<file path="src/rtl/uart_pkg.sv">
// Shared UART constants and state encoding, used by both receive and transmit sides
// so the two ends always agree on frame format.
package uart_pkg;

    localparam int DATA_BITS      = 8;
    localparam int OVERSAMPLE_DEF = 16;

    // Receive/transmit bit-level states
    typedef enum logic [2:0] {
        S_IDLE,
        S_START,
        S_DATA,
        S_STOP,
        S_BREAK
    } uartState_t;

endpackage

</file>
<file path="src/rtl/uart_sync2.sv">
// Two-flop synchronizer for asynchronous control/serial lines. Resets to the
// line's idle level so nothing downstream sees a false edge out of reset.
module uart_sync2 #(
    parameter int         WIDTH     = 1,
    parameter logic [0:0] RESET_VAL = 1'b1
) (
    input  logic             sys_clk,
    input  logic             sys_rst_n,
    input  logic [WIDTH-1:0] asyncIn,
    output logic [WIDTH-1:0] syncOut
);

    logic [WIDTH-1:0] meta;

    // Two back-to-back flops to resolve metastability on the incoming line
    always_ff @(posedge sys_clk or negedge sys_rst_n) begin
        if (!sys_rst_n) begin
            meta    <= {WIDTH{RESET_VAL}};
            syncOut <= {WIDTH{RESET_VAL}};
        end else begin
            // NOTE: non-blocking assignments make the two stages shift in parallel;
            // blocking here would collapse the chain into a single flop.
            meta    <= asyncIn;
            syncOut <= meta;
        end
    end

endmodule

</file>
<file path="src/rtl/uart_rx.sv">
// UART receiver: 16x oversampled, 1 start / 8 data / 1 stop, no parity.
// Delivers each good byte on RxD_par with a one-cycle RxD_start strobe that
// can drive the transmit serializer directly for loopback/echo.
module uart_rx import uart_pkg::*; #(
    parameter int OVERSAMPLE = OVERSAMPLE_DEF,  // power of two, >= 8
    parameter int CNT_W      = 4                // log2(OVERSAMPLE)
) (
    input  logic                 sys_clk,
    input  logic                 sys_rst_n,
    input  logic                 Baud16Tick,
    input  logic                 RxD_ser,
    output logic [DATA_BITS-1:0] RxD_par,
    output logic                 RxD_start,
    output logic                 frame_err,
    output logic                 rx_busy
);

    localparam int               BIT_W       = $clog2(DATA_BITS);
    localparam logic [CNT_W-1:0] SAMPLE_MID  = CNT_W'(OVERSAMPLE / 2 - 1);
    localparam logic [CNT_W-1:0] SAMPLE_LAST = CNT_W'(OVERSAMPLE - 1);
    localparam logic [BIT_W-1:0] BIT_LAST    = BIT_W'(DATA_BITS - 1);

    uartState_t           state;
    logic [CNT_W-1:0]     sampleCnt;
    logic [BIT_W-1:0]     bitCnt;
    logic [DATA_BITS-1:0] shiftReg;
    logic                 rxS;

    uart_sync2 #(
        .WIDTH     (1),
        .RESET_VAL (1'b1)
    ) u_sync (
        .sys_clk   (sys_clk),
        .sys_rst_n (sys_rst_n),
        .asyncIn   (RxD_ser),
        .syncOut   (rxS)
    );

    assign rx_busy = (state != S_IDLE);

    // Frame state machine, sample/bit counters, shift register and registered outputs
    always_ff @(posedge sys_clk or negedge sys_rst_n) begin
        if (!sys_rst_n) begin
            state     <= S_IDLE;
            sampleCnt <= '0;
            bitCnt    <= '0;
            // NOTE: the shift register is reset along with the control state so a
            // reset mid-frame can never leak a partial byte into RxD_par.
            shiftReg  <= '0;
            RxD_par   <= '0;
            RxD_start <= 1'b0;
            frame_err <= 1'b0;
        end else begin
            // Strobes default low; they are raised for exactly one cycle below.
            RxD_start <= 1'b0;
            frame_err <= 1'b0;

            if (Baud16Tick) begin
                case (state)
                    S_IDLE: begin
                        if (!rxS) begin
                            state     <= S_START;
                            sampleCnt <= '0;
                        end
                    end

                    S_START: begin
                        if (sampleCnt == SAMPLE_MID) begin
                            // Mid-start-bit sample: still low means a real start bit.
                            sampleCnt <= '0;
                            if (!rxS) begin
                                state  <= S_DATA;
                                bitCnt <= '0;
                            end else begin
                                state <= S_IDLE;
                            end
                        end else begin
                            sampleCnt <= sampleCnt + 1'b1;
                        end
                    end

                    S_DATA: begin
                        if (sampleCnt == SAMPLE_LAST) begin
                            // LSB arrives first, so shift right and load at the top.
                            shiftReg  <= {rxS, shiftReg[DATA_BITS-1:1]};
                            sampleCnt <= '0;
                            bitCnt    <= bitCnt + 1'b1;
                            if (bitCnt == BIT_LAST) begin
                                state <= S_STOP;
                            end
                        end else begin
                            sampleCnt <= sampleCnt + 1'b1;
                        end
                    end

                    S_STOP: begin
                        if (sampleCnt == SAMPLE_LAST) begin
                            sampleCnt <= '0;
                            if (rxS) begin
                                RxD_par   <= shiftReg;
                                RxD_start <= 1'b1;
                                state     <= S_IDLE;
                            end else begin
                                // Low stop bit: drop the byte and wait for the line
                                // to go idle so a held-low line cannot retrigger.
                                frame_err <= 1'b1;
                                state     <= S_BREAK;
                            end
                        end else begin
                            sampleCnt <= sampleCnt + 1'b1;
                        end
                    end

                    S_BREAK: begin
                        if (rxS) begin
                            state <= S_IDLE;
                        end
                    end

                    default: begin
                        state     <= S_IDLE;
                        sampleCnt <= '0;
                    end
                endcase
            end
        end
    end

endmodule

</file>
<file path="config.mk">
export PLATFORM = sky130hd
export DESIGN_NAME = uart_rx
export DESIGN_NICKNAME = d
export VERILOG_FILES = /design/src/rtl/uart_pkg.sv /design/src/rtl/uart_sync2.sv /design/src/rtl/uart_rx.sv
export SDC_FILE = /design/constraint.sdc
export NUM_CORES = 1
export LEC_CHECK = 0
export ABC_AREA = 1
export BUFFER_PORTS_ARGS = -buffer_cell sky130_fd_sc_hd__buf_4
export CAP_MARGIN = 15
export CORE_UTILIZATION = 35
export DETAILED_ROUTE_END_ITERATION = 12
export GPL_TIMING_DRIVEN = 0
export PLACE_DENSITY_LB_ADDON = 0.05
export SYNTH_ARGS = -nofsm -noshare
export SYNTH_HDL_FRONTEND = slang
export SYNTH_SLANG_ARGS = --single-unit
</file>
<file path="constraint.sdc">
create_clock -name sys_clk -period 1.84 [get_ports sys_clk]
set_clock_uncertainty 0.05 [all_clocks]
set_input_delay 0.092 -clock sys_clk [delete_from_list [all_inputs] [get_ports sys_clk]]
set_output_delay 0.092 -clock sys_clk [all_outputs]
set_load 0.02 [all_outputs]
</file>
==> metrics.cfg <==
[clock_network]
root_buffer = clkbuf_8
clock-sinks = 30
cts_buffers = 5
ctsResizeCount = 0
cts.reportedPaths.clkPinSlew_ns = 0.06
h-tree-depth = 2
clockBufferDepth = 2
clkLatencyLatePin_ns = 0.28
cts_tree = done
cts_setup_buffers = 0
postCtsHoldBufs = 2

[finish]
insertedDiodeCount = 0
mostFrequentLayoutCell = nand2_1
fill_cells = 375
fin_area_sq_mm = 0.001738
layout_common_cells = nand2_1 (44), dfrtp_1 (28), inv_1 (17)
multi_input_comb_area_sq_um = 581.8
final_nets = 184
drive_above_1_share_pct = 30.90
regArea_sq_um = 753.2
area_growth_pct = 20.99

[min_path]
worstHoldPathCells = 4
worstHoldPathType = in -> reg

[grt]
grt_pass1_vias = 1076
grt-ovfl-total = 0
grt_max_degree = 31
grt_pass1_wl_microns = 4719
grt_use_total_pct = 15.03
antenna_found_initial = 0

[die]
coreArea_sq_mm = 0.003799
rows = 22
start_util_pct = 37.81
dieHeight_microns = 66.06
die_x_microns = 66.06
io_pins = 15
fp.dieArea_sq_mm = 0.004364

[placed_design]
hpwl_microns = 1967
dpl_cell_area_sq_mm = 0.001602
gp_congestion = 0.7945
place.port_buffers = 14

[detailed_routing]
drt-total-wl_microns = 2624
drc = 0
viasPerCell = 4.717
drt_pass1_iterations = 4
avgRoutedWirePerCell_microns = 11.61
first_iter_violations = 39
via_count = 1066
ant_nets = 0

[yosys]
synth_area_sq_mm = 0.001436
ys_ff_latch = 30
synth.mux.area_fraction_pct = 0
syn_area_per_cell_sq_um = 9.327
synth_compound_area_share_pct = 11.76
synthSimpleGateAreaFrac_pct = 26.13
synth_xor_area_share_pct = 0
synth_top_family_by_area = simple AND/OR/NAND/NOR gates
synth_fa_ha_area_share_pct = 2.613
syn_inst = 154
yosys_warnings = 0
ys_types = 22
syn_nets = 161
yosysSeqAreaShare_pct = 52.44

[status]
status = finished, final reports clean

[sta]
finalSetupViolCount = 0
fmax_mhz = 629.3
slew_violations = 0
post-route-period-util_pct = 86.36
hold_viol_final = 0
setup_tns_ns = 0
period_needed_ns = 1.589
maxSlewHeadroom_pct = 75.10
rsz0062_at_grt = no
timing_worst_slew_pin_value_ns = 0.3735

[power_and_ir_drop]
power.density_mw_per_mm2 = 1137
p_leak_uw = 0.0008800
vdd_ir_drop_max_mv = 0.3221
p_total_uw = 1976

[critical_path]
crit_arrival_ns = 1.71
crit_path_end_kind = flip-flop
crit_required_ns = 1.96
crit_type = reg -> reg
rr_worst_depth = 7
path_max_fanout = 10
cp-start-kind = flip-flop

[run]
cap_violations = 0

==> worst paths after layout <==
kind / endpoint / from / slack (ns)
min in group asynchronous: sampleCnt[0] / sys_rst_n / 0.22
setup reg to reg: RxD_par[3] / sampleCnt[0] / 0.25
max in group asynchronous: u_sync.syncOut / sys_rst_n / 1.20
hold / removal: sampleCnt[1] / Baud16Tick / 0.13
setup / recovery: RxD_par[3] / sampleCnt[0] / 0.25
hold reg to reg: u_sync.syncOut / u_sync.meta / 0.31
==> cell type report <==
type | instances | area share [%]
Timing Repair Buffer | 16 | 7.199
Inverter | 21 | 4.536
Sequential cell | 30 | 43.34
Clock buffer | 7 | 4.968
Multi-Input combinational cell | 101 | 33.48
Buffer | 2 | 1.296
Tap cell | 48 | 3.456
Clock inverter | 1 | 1.728
==> cell families (layout without fill, tap and decap cells) <==
group,count (synthesis),count (layout)
buffers and inverters,23,47
AO/OA/AOI/OAI,22,22
flip-flops,30,30
adder cells (fa/ha/maj),3,3
AND/OR/NAND/NOR,76,76
==> registers in the layout, indices dropped and copies added, names as in the netlist <==
register	flops
state	3
frame_err	1
RxD_par	8
u_sync.syncOut	1
bitCnt	3
RxD_start	1
shiftReg	8
u_sync.meta	1
sampleCnt	4
==> through the flow <==
step                hold slack (ns)  utilization (%)  instances  setup WS, ns
global placement          -0.008064            42.16        216        0.2268
CTS                          0.1296            45.75        226        0.2192
finish                       0.1342            45.75        226        0.2510
detailed placement        -0.006871            42.16        216        0.2312
global route                 0.1637            45.75        226        0.1113
floorplan                   -0.2536                -        154        0.4331
==> per-layer routing <==
metal	track usage, %	share of wire (%)	wire [microns]
met2	25.38	50	1309
met5	0	0	0
met1	17.16	45	1190
met4	6.383	1.3	34
met3	5.172	3.4	90
==> worst max-delay path, cell delays in order, from the launching register on <==
cell and delay (ns):
dfrtp_1 0.37, ha_1 0.21, nand3_2 0.16, nor2_4 0.19, nand4_4 0.17, buf_6 0.21, nand2_1 0.07, o21ai_2 0.05
==> power by group <==
| group | leakage [uW] | total, uW | switching (uW) | internal [uW] |
|---|---|---|---|---|
| combinational | 0.000415 | 500 | 333 | 166 |
| clock | 0.0000585 | 673 | 232 | 441 |
| sequential | 0.000406 | 804 | 79.4 | 724 |
==> cell usage after synthesis <==
cell      number  area [sq um]
nand4_4        1         21.27
nor2_1         8         30.03
nand4_1        3         18.77
nand3_2        2         20.02
o21ai_1        2         10.01
nand3_1        9         45.04
o21ai_2       15         131.4
nand2_4        1         11.26
nor3_1         1         5.000
inv_2          4         15.01
o21bai_1       1         7.510
nand2_2        2         12.51
inv_1         17         63.81
nor2_2         2         12.51
a21oi_1        2         10.01
buf_6          2         22.52
nor2_4         3         33.78
dfstp_2        2         52.55
dfrtp_1       28         700.7
ha_1           3         37.54
o21ai_0        2         10.01
nand2_1       44         165.2
Power figures use the tool's default switching activity.
